### src/rtl/mem_arb_pkg.sv
// Shared definitions for the main-memory arbiter: owner-state encoding and
// default port widths.
package mem_arb_pkg;

    typedef enum logic [1:0] {
        S_IDLE = 2'd0,
        S_IF   = 2'd1,
        S_DR   = 2'd2,
        S_DW   = 2'd3
    } owner_e;

    localparam int ADDR_W_DEF = 5;
    localparam int DATA_W_DEF = 20;
    localparam int STARVE_W   = 4;

endpackage

### src/rtl/mem_arb_starve_cnt.sv
// Saturating fetch-starvation counter with synchronous clear.
// Clear wins over increment; the count sticks at LIMIT until cleared.
module mem_arb_starve_cnt
    import mem_arb_pkg::*;
#(
    parameter int LIMIT = 3
) (
    input  logic                clk_i,
    input  logic                rst_i,
    input  logic                clr_i,
    input  logic                inc_i,
    output logic [STARVE_W-1:0] cnt_o
);

    logic [STARVE_W-1:0] cnt_q, cnt_d;

    // next count: clear, saturate at LIMIT, or step by one
    always_comb begin
        cnt_d = cnt_q;
        if (clr_i)
            cnt_d = '0;
        else if (inc_i && (cnt_q != STARVE_W'(LIMIT)))
            cnt_d = cnt_q + 1'b1;
    end

    // counter register
    always_ff @(posedge clk_i) begin
        if (rst_i)
            cnt_q <= '0;
        else
            cnt_q <= cnt_d;
    end

    assign cnt_o = cnt_q;

endmodule

### src/rtl/mem_arbiter.sv
// Two-port arbiter sharing the single-port main memory between instruction
// fetch and the data (load/store) port. Data wins by default; read data is
// registered and returned with a one-cycle valid pulse.
// Build option: MEM_ARB_STARVE_GUARD_EN forces a fetch grant after
// STARVE_LIMIT consecutive denied fetch cycles.
module mem_arbiter
    import mem_arb_pkg::*;
#(
    parameter int ADDR_W       = ADDR_W_DEF,
    parameter int DATA_W       = DATA_W_DEF,
    parameter int STARVE_LIMIT = 3
) (
    input  logic              clk_i,
    input  logic              rst_i,
    input  logic              if_req_i,
    input  logic [ADDR_W-1:0] if_addr_i,
    output logic              if_grant_o,
    output logic [DATA_W-1:0] if_rdata_o,
    output logic              if_valid_o,
    input  logic              d_req_i,
    input  logic              d_we_i,
    input  logic [ADDR_W-1:0] d_addr_i,
    input  logic [DATA_W-1:0] d_wdata_i,
    output logic              d_grant_o,
    output logic [DATA_W-1:0] d_rdata_o,
    output logic              d_valid_o,
    output logic [ADDR_W-1:0] mem_addr_o,
    output logic [DATA_W-1:0] mem_data_o,
    output logic              mem_wr_en_o,
    input  logic [DATA_W-1:0] mem_q_i
);

    owner_e            state_q, state_d;
    logic [DATA_W-1:0] if_rdata_q, if_rdata_d;
    logic [DATA_W-1:0] d_rdata_q, d_rdata_d;
    logic              force_if;

`ifdef MEM_ARB_STARVE_GUARD_EN
    logic [STARVE_W-1:0] starve_cnt;

    mem_arb_starve_cnt #(
        .LIMIT (STARVE_LIMIT)
    ) u_starve (
        .clk_i (clk_i),
        .rst_i (rst_i),
        .clr_i (if_grant_o || !if_req_i),
        .inc_i (if_req_i && !if_grant_o),
        .cnt_o (starve_cnt)
    );

    assign force_if = if_req_i && (starve_cnt == STARVE_W'(STARVE_LIMIT));
`else
    assign force_if = 1'b0;
`endif

    // grants: data priority unless fetch is forced; nothing during reset
    always_comb begin
        d_grant_o  = !rst_i && d_req_i && !force_if;
        if_grant_o = !rst_i && if_req_i && (!d_req_i || force_if);
    end

    // memory-side mux driven by whichever port holds the grant
    always_comb begin
        mem_addr_o  = '0;
        mem_data_o  = '0;
        mem_wr_en_o = 1'b0;
        if (if_grant_o) begin
            mem_addr_o = if_addr_i;
        end else if (d_grant_o) begin
            mem_addr_o  = d_addr_i;
            mem_data_o  = d_wdata_i;
            mem_wr_en_o = d_we_i;
        end
    end

    // owner next state: records what this cycle's grant was
    always_comb begin
        state_d = S_IDLE;
        if (d_grant_o)
            state_d = d_we_i ? S_DW : S_DR;
        else if (if_grant_o)
            state_d = S_IF;
    end

    // read-data capture on the granted read edge; otherwise hold
    always_comb begin
        if_rdata_d = if_rdata_q;
        d_rdata_d  = d_rdata_q;
        if (if_grant_o)
            if_rdata_d = mem_q_i;
        if (d_grant_o && !d_we_i)
            d_rdata_d = mem_q_i;
    end

    // state and read-data registers
    always_ff @(posedge clk_i) begin
        if (rst_i) begin
            state_q    <= S_IDLE;
            if_rdata_q <= '0;
            d_rdata_q  <= '0;
        end else begin
            state_q    <= state_d;
            if_rdata_q <= if_rdata_d;
            d_rdata_q  <= d_rdata_d;
        end
    end

    // valid pulses follow the owner state; reset in the return cycle
    // discards the pending read
    always_comb begin
        if_valid_o = (state_q == S_IF) && !rst_i;
        d_valid_o  = (state_q == S_DR) && !rst_i;
    end

    assign if_rdata_o = if_rdata_q;
    assign d_rdata_o  = d_rdata_q;

endmodule

### config.mk
export PLATFORM = sky130hd
export DESIGN_NAME = mem_arbiter
export DESIGN_NICKNAME = d
export VERILOG_FILES = /design/src/rtl/mem_arb_pkg.sv /design/src/rtl/mem_arb_starve_cnt.sv /design/src/rtl/mem_arbiter.sv
export SDC_FILE = /design/constraint.sdc
export NUM_CORES = 1
export LEC_CHECK = 0
export BUFFER_PORTS_ARGS = -buffer_cell sky130_fd_sc_hd__buf_2
export CORE_ASPECT_RATIO = 1.5
export CORE_UTILIZATION = 43
export DETAILED_ROUTE_END_ITERATION = 8
export PLACE_DENSITY_LB_ADDON = 0.1
export SYNTH_ARGS = -nofsm -noshare
export SYNTH_HDL_FRONTEND = slang
export SYNTH_SLANG_ARGS = --single-unit
### constraint.sdc
create_clock -name clk_i -period 0.8 [get_ports clk_i]
set_input_delay 0.04 -clock clk_i [delete_from_list [all_inputs] [get_ports clk_i]]
set_output_delay 0.04 -clock clk_i [all_outputs]
set_load 0.02 [all_outputs]
======== Word-level counts from Yosys, hierarchy flattened ========
Index checks and enable logic that the tools add are counted.
word-level totals
  register bits ........................... 42
  input port bits ......................... 55
  output and inout bits ................... 70
  word-level logic and storage cells ...... 23
cells by class
  equality and inequality tests ........... 2
  multiplexer cells ....................... 9
  reductions and logical operators ........ 9
operators by type and width
  kind                                                  number
  two-way mux 20 bit                                    2
  two-way mux 5 bit                                     2
  logical AND 1 bit                                     6
  two-way mux 1 bit                                     4
  zero test 1 bit                                       3
  equality test 2 x 1 -> 1 bit (second input constant)  1
  equality test 2 bit (second input constant)           1
  two-way mux 2 bit                                     1

======== Logic depth before layout (Yosys ltp) ========
Gate-level depths: netlist of run 1.
  depth in word-level cells ............... 5
  mapped depth ............................ 4
  depth with buffers taken out ............ 2

======== Least setup slack after synthesis of run 1 ========
OpenSTA, ideal clock, no wires.
  path type ............................... input to output
  start point ............................. input rst_i
  end point ............................... output d_valid_o
  arrival time ............................ 880 ps
  required time ........................... 760 ps
  path slack .............................. -120 ps
  cell stages on the path ................. 3
  path buffers ............................ 2
  cells stage by stage .................... buf_2 buf_2 nor3b_1
between the ends
  word-level cells in the longest chain between the ends .. 2
RTL lines
  what               RTL line            text
  start, declared    mem_arbiter.sv:14   input logic rst_i,
  zero test 1 bit    mem_arbiter.sv:112  d_valid_o = (state_q == S_DR) && !rst_i;
  logical AND 1 bit  mem_arbiter.sv:112
  end, declared      mem_arbiter.sv:26   output logic d_valid_o,
Every way passes these cells.

======== Final worst setup path of run 1 ========
  start point ............................. register state_q[1]
  end point ............................... output d_valid_o
between the ends
  word-level cells in the longest chain between the ends .. 2
RTL lines
  what                    RTL line            text
  start, declared         mem_arbiter.sv:33   owner_e state_q, state_d;
  start signal, assigned  mem_arbiter.sv:102  state_q <= state_d;
  equality test 2 bit     mem_arbiter.sv:112
  logical AND 1 bit       mem_arbiter.sv:112
Every way passes these cells.

==> results.toml, run 1 <==
[cts]
cts_tree = "done"
clk_pin_slew_worst_paths_ps = 80
cts_num_sinks = 42
cts-root-buf = "clkbuf_8"
htree_levels = 2
clockBufferDepth = 2
cts_made_buffers = 5
clock_latency_ps = 290

[cells_and_area]
fillers = 303
layout.nets = 401
area_delta_synth_final_pct = 75.7
drive_above_1_share_pct = 66.8
n_antenna_cell = 0

[placement]
routabilityCongestion = 0.690
pre_cts_slack_ps = -135
port_buffers = 124
hpwlAfterDp_um = 3510

[timing]
rsz0062_at_grt = "yes"
finalSetupViolations = 9
tns_ps = -550
drv_slew = 0
fin_crit_ps = 1040
finClkSkew_ps = 0
worstMarginPinSlew_ps = 233
setup_ws_ps = -237
fmax_ghz = 0.964
relSlewSlack_pct = 84.5
fin_crit_sh_pct = 130
hold_viol = 0

[yosys]
synth.distinct_cells = 20
avgSynthCellArea_um2 = 10.3
ys_seq_elements = 42
yosysWarnings = 0
synth_sequential_area_ratio_pct = 42.0
synth_nets = 250
syn_area_um2 = 2000
syn-instance-count = 195

[floorplanning]
core-area_um2 = 4500
die_area_um2 = 4940
start_util_pct = 44.4
num_io_pins = 125
fp.dieH_um = 85.6
die_w_um = 57.7
num_rows = 30

[power]
p_sw_mw = 1.35
power.density_nw_per_um2 = 1400
p_leak_nw = 1.75
p_int_mw = 3.57
fin_total_pwr_mw = 4.92
worst_ir_drop_vdd_mv = 1.17
comb_power_share_pct = 27.1
power_frac_clock_pct = 26.0
swShare_pct = 27.4
share_seq_of_total_power_pct = 46.8

[setup_path]
cp_data_required_time_ps = 760
crit_fanout = 2
start_kind = "flop"
worst_ep_arrival_time_ps = 1000
worstSetupEndpointType = "output port"
critPathKind = "flop to output port"

[route]
dr_wl_met2_um = 3180
detail_route.iter0.violations = 58
wl_met3_um = 546
antenna_left = 0
drt-vias-per-instance = 4.93
drt_pass1_iterations = 6
dr_total_vias = 1944
wl_um = 5920
wl_per_cell_um = 15.0
drc = 15
wl_met1_um = 2000
highest_layer = "met4"

[run_status]
violations = "DRC, setup timing"
outcome = "complete, but fails checks"

[global_routing]
antenna_found_initial = 0
grt_pass1_wl_um = 8400
grt_max_degree = 34
grt_overflow = 0
grt_usage_pct = 22.2
grt_pass1_vias = 1833

[run]
max_cap_viol_count = 0

[min_path]
hp-class = "primary input to flop"
-- logic make-up after synthesis --
kind of cell | after synthesis | synth area share (%)
simple gates | 92 | 29.2
flops | 42 | 42.0
mux | 40 | 20.0
buf+inv | 15 | 6.00
compound gates | 6 | 2.75
-- repair_timing --
item / CTS / global route
gates resized for setup: 186 / 32
hold endpoints to repair: 0 / 0
pin swaps: 12 / 4
setup endpoints to repair: 70 / 71
hold buffers: 0 / 0
buffers inserted: 6 / 17
cloned: 2 / 1
-- worst max-delay path, stage by stage (launching register included) --
cell and delay, ps:
dfxtp_2 350, nor3b_4 210, buf_6 150
-- worst paths after layout --
check	from	end	slack (ps)	depth (start not counted)
worst min-delay path	mem_q_i[13]	if_rdata_o[13]$_SDFFE_PP0P_	20	3
worst max register to register	if_rdata_o[15]$_SDFFE_PP0P_	if_rdata_o[15]$_SDFFE_PP0P_	90	3
worst min register to register	d_rdata_o[4]$_SDFFE_PP0P_	d_rdata_o[4]$_SDFFE_PP0P_	480	2
worst max-delay path	state_q[1]$_SDFF_PP0_	d_valid_o	-240	2
-- placed cells by master, fill, tap and decap left out --
| cell | instances |
|---|---|
| nor3b_4 | 1 |
| clkbuf_8 | 5 |
| nand2b_1 | 59 |
| nor3b_2 | 1 |
| nor2b_1 | 1 |
| nand2b_4 | 2 |
| buf_4 | 33 |
| buf_6 | 68 |
| nor2_1 | 1 |
| and2b_1 | 1 |
| mux2i_1 | 40 |
| or2b_1 | 1 |
| a32o_2 | 2 |
| dfxtp_2 | 42 |
| clkbuf_1 | 2 |
| nand2_1 | 1 |
| and2_4 | 17 |
| buf_8 | 1 |
| a21oi_1 | 1 |
| a32o_1 | 3 |
| and2_1 | 4 |
| nor2b_4 | 3 |
| buf_2 | 53 |
| inv_1 | 1 |
| buf_12 | 3 |
-- final cells by class --
| cell class | count | area (um2) | area share, % |
|---|---|---|---|
| clock buffers | 7 | 76.3 | 2.17 |
| inverters | 1 | 3.75 | 0.107 |
| repair buffers | 158 | 1350 | 38.5 |
| flip-flops and latches | 42 | 893 | 25.4 |
| multi-input cells | 138 | 1130 | 32.1 |
| well taps | 48 | 60.1 | 1.71 |
-- power by group through the flow --
stage	registers (mW)	logic (mW)	clock network, mW
6_report	2.30	1.33	1.28
5_1_grt	2.31	1.41	1.43
4_1_cts	2.30	1.21	1.32
3_5_place_dp	2.30	0.953	0
3_3_place_gp	2.30	0.947	0
2_1_floorplan	2.43	0.467	0
-- sequential cells by signal, indices dropped and copies added, names as in the netlist --
register	flops
if_rdata_o	20
state_q	2
d_rdata_o	20
-- metrics by stage --
| step | hold slack (ps) | std cells | instance area (um2) | util [%] |
|---|---|---|---|---|
| 5_1_grt | 25.6 | 394 | 3520 | 78.1 |
| 3_3_place_gp | 323 | 364 | 2670 | 59.4 |
| 4_1_cts | 12.4 | 379 | 3310 | 73.6 |
| 2_1_floorplan | 168 | 195 | 2000 | - |
| 3_5_place_dp | 332 | 364 | 2670 | 59.4 |
| 6_report | 17.5 | 394 | 3520 | 78.1 |
-- synth_stat cells (all sizes together) --
library cell / count / area share, %
nand2: 1 / 0.19
dfxtp: 42 / 42
and2b: 1 / 0.38
nor2: 1 / 0.19
nand2b: 61 / 19
nor2b: 4 / 1.7
or2b: 1 / 0.38
a32o: 5 / 2.5
nor3b: 2 / 0.75
and2: 21 / 6.6
a21oi: 1 / 0.25
mux2i: 40 / 20
inv: 1 / 0.19
clkbuf: 3 / 0.56
buf: 11 / 5.2
-- metal layers --
layer / track usage (%) / vias to the layer above
li1: - / 934
met1: 23.1 / 871
met2: 41.9 / 115
met3: 6.03 / 24
met4: 7.79 / 0
met5: 0 / -
Note: power is estimated with default switching activity, not from simulation.
==> inputs of run 2 (changes only) <==
--- a/config.mk
+++ b/config.mk
@@ -7,9 +7,11 @@
 export LEC_CHECK = 0
 export BUFFER_PORTS_ARGS = -buffer_cell sky130_fd_sc_hd__buf_2
 export CORE_ASPECT_RATIO = 1.5
-export CORE_UTILIZATION = 43
+export CORE_UTILIZATION = 38
 export DETAILED_ROUTE_END_ITERATION = 8
+export MAX_ROUTING_LAYER = met4
 export PLACE_DENSITY_LB_ADDON = 0.1
 export SYNTH_ARGS = -nofsm -noshare
 export SYNTH_HDL_FRONTEND = slang
+export SYNTH_HIERARCHICAL = 1
 export SYNTH_SLANG_ARGS = --single-unit
==> constraint.sdc (replaced) <==
create_clock -name clk_i -period 0.9 [get_ports clk_i]
set_input_delay 0.045 -clock clk_i [delete_from_list [all_inputs] [get_ports clk_i]]
set_output_delay 0.045 -clock clk_i [all_outputs]
set_load 0.02 [all_outputs]
==> results.toml, run 2 <==
[run_status]
outcome = "complete, but fails checks"
violations = "setup timing"

[route]
wl_met3_um = 420
wl_um = 4720
detail_route.iter0.violations = 28
dr_wl_met2_um = 2350
highest_layer = "met4"
drt_pass1_iterations = 4
drt-vias-per-instance = 4.56
wl_met1_um = 1910
dr_total_vias = 1791
drc = 0
antenna_left = 0
wl_per_cell_um = 12.0

[yosys]
synth_edf_count = 0
yosysMostFrequentCell = "nand2b_1"
syn_area_um2 = 2000
yosysWarnings = 6
syn-instance-count = 195
yosys-top-cells-count = "nand2b_1 (61), dfxtp_1 (42), mux2i_1 (40), and2_1 (21), a32o_1 (5)"
synth_nets = 250
synth_sequential_area_ratio_pct = 42.0
ys_seq_elements = 42
ys.flop_type = "dfxtp_1"
synth.distinct_cells = 20
yosysTopAreaCell = "dfxtp_1"
synth_area_leaders = "dfxtp_1 (42%), mux2i_1 (20%), nand2b_1 (19%)"
synth_top_area_share_pct = 42.0
avgSynthCellArea_um2 = 10.3
synth-async-reset-ratio_pct = 0

[floorplanning]
die_w_um = 61.3
num_rows = 32
core-area_um2 = 5120
num_io_pins = 125
die_area_um2 = 5570
fp.dieH_um = 90.9
start_util_pct = 39.1

[setup_path]
cp_data_required_time_ps = 850
r2r_slack_ps = 300
r2r_start = "if_rdata_o[5]$_SDFFE_PP0P_"
worst_ep_arrival_time_ps = 970
r2r_end = "if_rdata_o[5]$_SDFFE_PP0P_"
start_kind = "flop"
critPathKind = "flop to output port"
crit_fanout = 2
worstSetupEndpointType = "output port"
r2r_cells = 2

[global_routing]
grt_pass1_vias = 1611
grt_max_degree = 28
grt_pass1_wl_um = 6860
grt_overflow = 0
antenna_found_initial = 0
grt_usage_pct = 16.7

[min_path]
hp-start = "mem_q_i[12]"
min_to = "if_rdata_o[12]$_SDFFE_PP0P_"
min_path_cells = 3
hp-class = "primary input to flop"

[timing]
setup_ws_ps = -111
worstMarginPinSlew_ps = 230
rsz0062_at_grt = "yes"
hold_viol = 0
tns_ps = -218
finClkSkew_ps = 0
drv_slew = 0
finalSetupViolations = 2
fmax_ghz = 0.989
fin_crit_sh_pct = 112
fin_crit_ps = 1010
relSlewSlack_pct = 84.6

[cts]
cts_setup_buffers = 0
cts-root-buf = "clkbuf_8"
cts_num_sinks = 42
clock_latency_ps = 290
clk_pin_slew_worst_paths_ps = 80
clockBufferDepth = 2
htree_levels = 2
cts_made_buffers = 5
cts_tree = "done"

[cells_and_area]
fillers = 487
stdcell_area_um2 = 2930
utilization_pct = 57.1
drive_above_1_share_pct = 46.5
area_delta_synth_final_pct = 46.3
layout_commonest_cell = "buf_2"
layout.nets = 379
n_antenna_cell = 0
final_cell_mix = "buf_2 (105), nand2b_1 (61), mux2i_1 (40), dfxtp_1 (40)"

[power]
share_seq_of_total_power_pct = 46.1
p_sw_mw = 1.14
power_frac_clock_pct = 33.3
comb_power_share_pct = 20.6
power.density_nw_per_um2 = 1480
p_leak_nw = 1.52
worst_ir_drop_vdd_mv = 1.03
p_int_mw = 3.20
swShare_pct = 26.3

[placement]
port_buffers = 124
placed_cell_area_um2 = 2700
hpwlAfterDp_um = 3470
routabilityCongestion = 0.709

[run]
max_cap_viol_count = 0
## run 2: cell count changes in the layout (fill, tap and decap cells not counted), sizes merged
cell and change:
clkinv +2, clkbuf -2, buf -22, bufinv +1
## run 2: worst max-delay path by stage
stage | to | from | slack, ps | depth (start not counted)
floorplan | d_valid_o | rst_i | -30 | 3
global placement | mem_data_o[1] | rst_i | -20 | 5
detailed placement | mem_wr_en_o | rst_i | -10 | 5
CTS | if_valid_o | state_q[0]$_SDFF_PP0_ | -130 | 2
global route | d_valid_o | state_q[1]$_SDFF_PP0_ | -180 | 2
finish | d_valid_o | state_q[1]$_SDFF_PP0_ | -110 | 2
## run 2: logic make-up (layout without fill, tap and decap cells)
kind of cell    Yosys count  in the layout  share of synthesized area (%)
simple gates             92             92                           29.2
compound gates            6              6                           2.75
buf+inv                  15            145                           6.00
mux                      40             40                           20.0
flops                    42             42                           42.0
## run 2: repair_timing
item	CTS	global route
endpoints found under the hold margin	0	0
resized for setup	9	28
cloned	1	1
pin swaps	0	0
setup endpoints to repair	4	27
hold buffers	0	0
## run 2: layout make-up
class / count / area, um2 / share of cell area [%]
inverters: 1 / 3.75 / 0.128
well taps: 68 / 85.1 / 2.91
clock inverters: 3 / 40.0 / 1.37
multi-input cells: 138 / 1060 / 36.4
repair buffers: 136 / 822 / 28.1
flip-flops and latches: 42 / 843 / 28.8
clock buffers: 5 / 68.8 / 2.35
## run 2: metrics by stage
step / hold WS (ps) / power, mW / setup WS [ps] / cells
global placement: 328 / 2.89 / -15.3 / 383
CTS: 28.8 / 4.37 / -126 / 392
global route: 42.2 / 4.56 / -177 / 393
finish: 37.5 / 4.34 / -111 / 393
floorplan: 173 / 2.57 / -29.6 / 195
detailed placement: 340 / 2.90 / -12.3 / 383
## run 2: metal layers
metal / vias up / GRT usage (%)
met5: - / -
met4: 0 / 5.68
met3: 4 / 3.58
met2: 92 / 29.0
met1: 802 / 17.9
li1: 893 / -
## run 2: critical path: stages (launching register included)
cell     delay (ps)
dfxtp_2         350
nor3b_2         160
buf_4           160
## run 2: power groups by stage
stage	Combinational [mW]	Clock, mW	Sequential, mW
floorplan	0.415	0	2.16
global placement	0.847	0	2.04
global route	0.971	1.57	2.02
detailed placement	0.850	0	2.05
finish	0.893	1.45	2.00
CTS	0.865	1.50	2.00
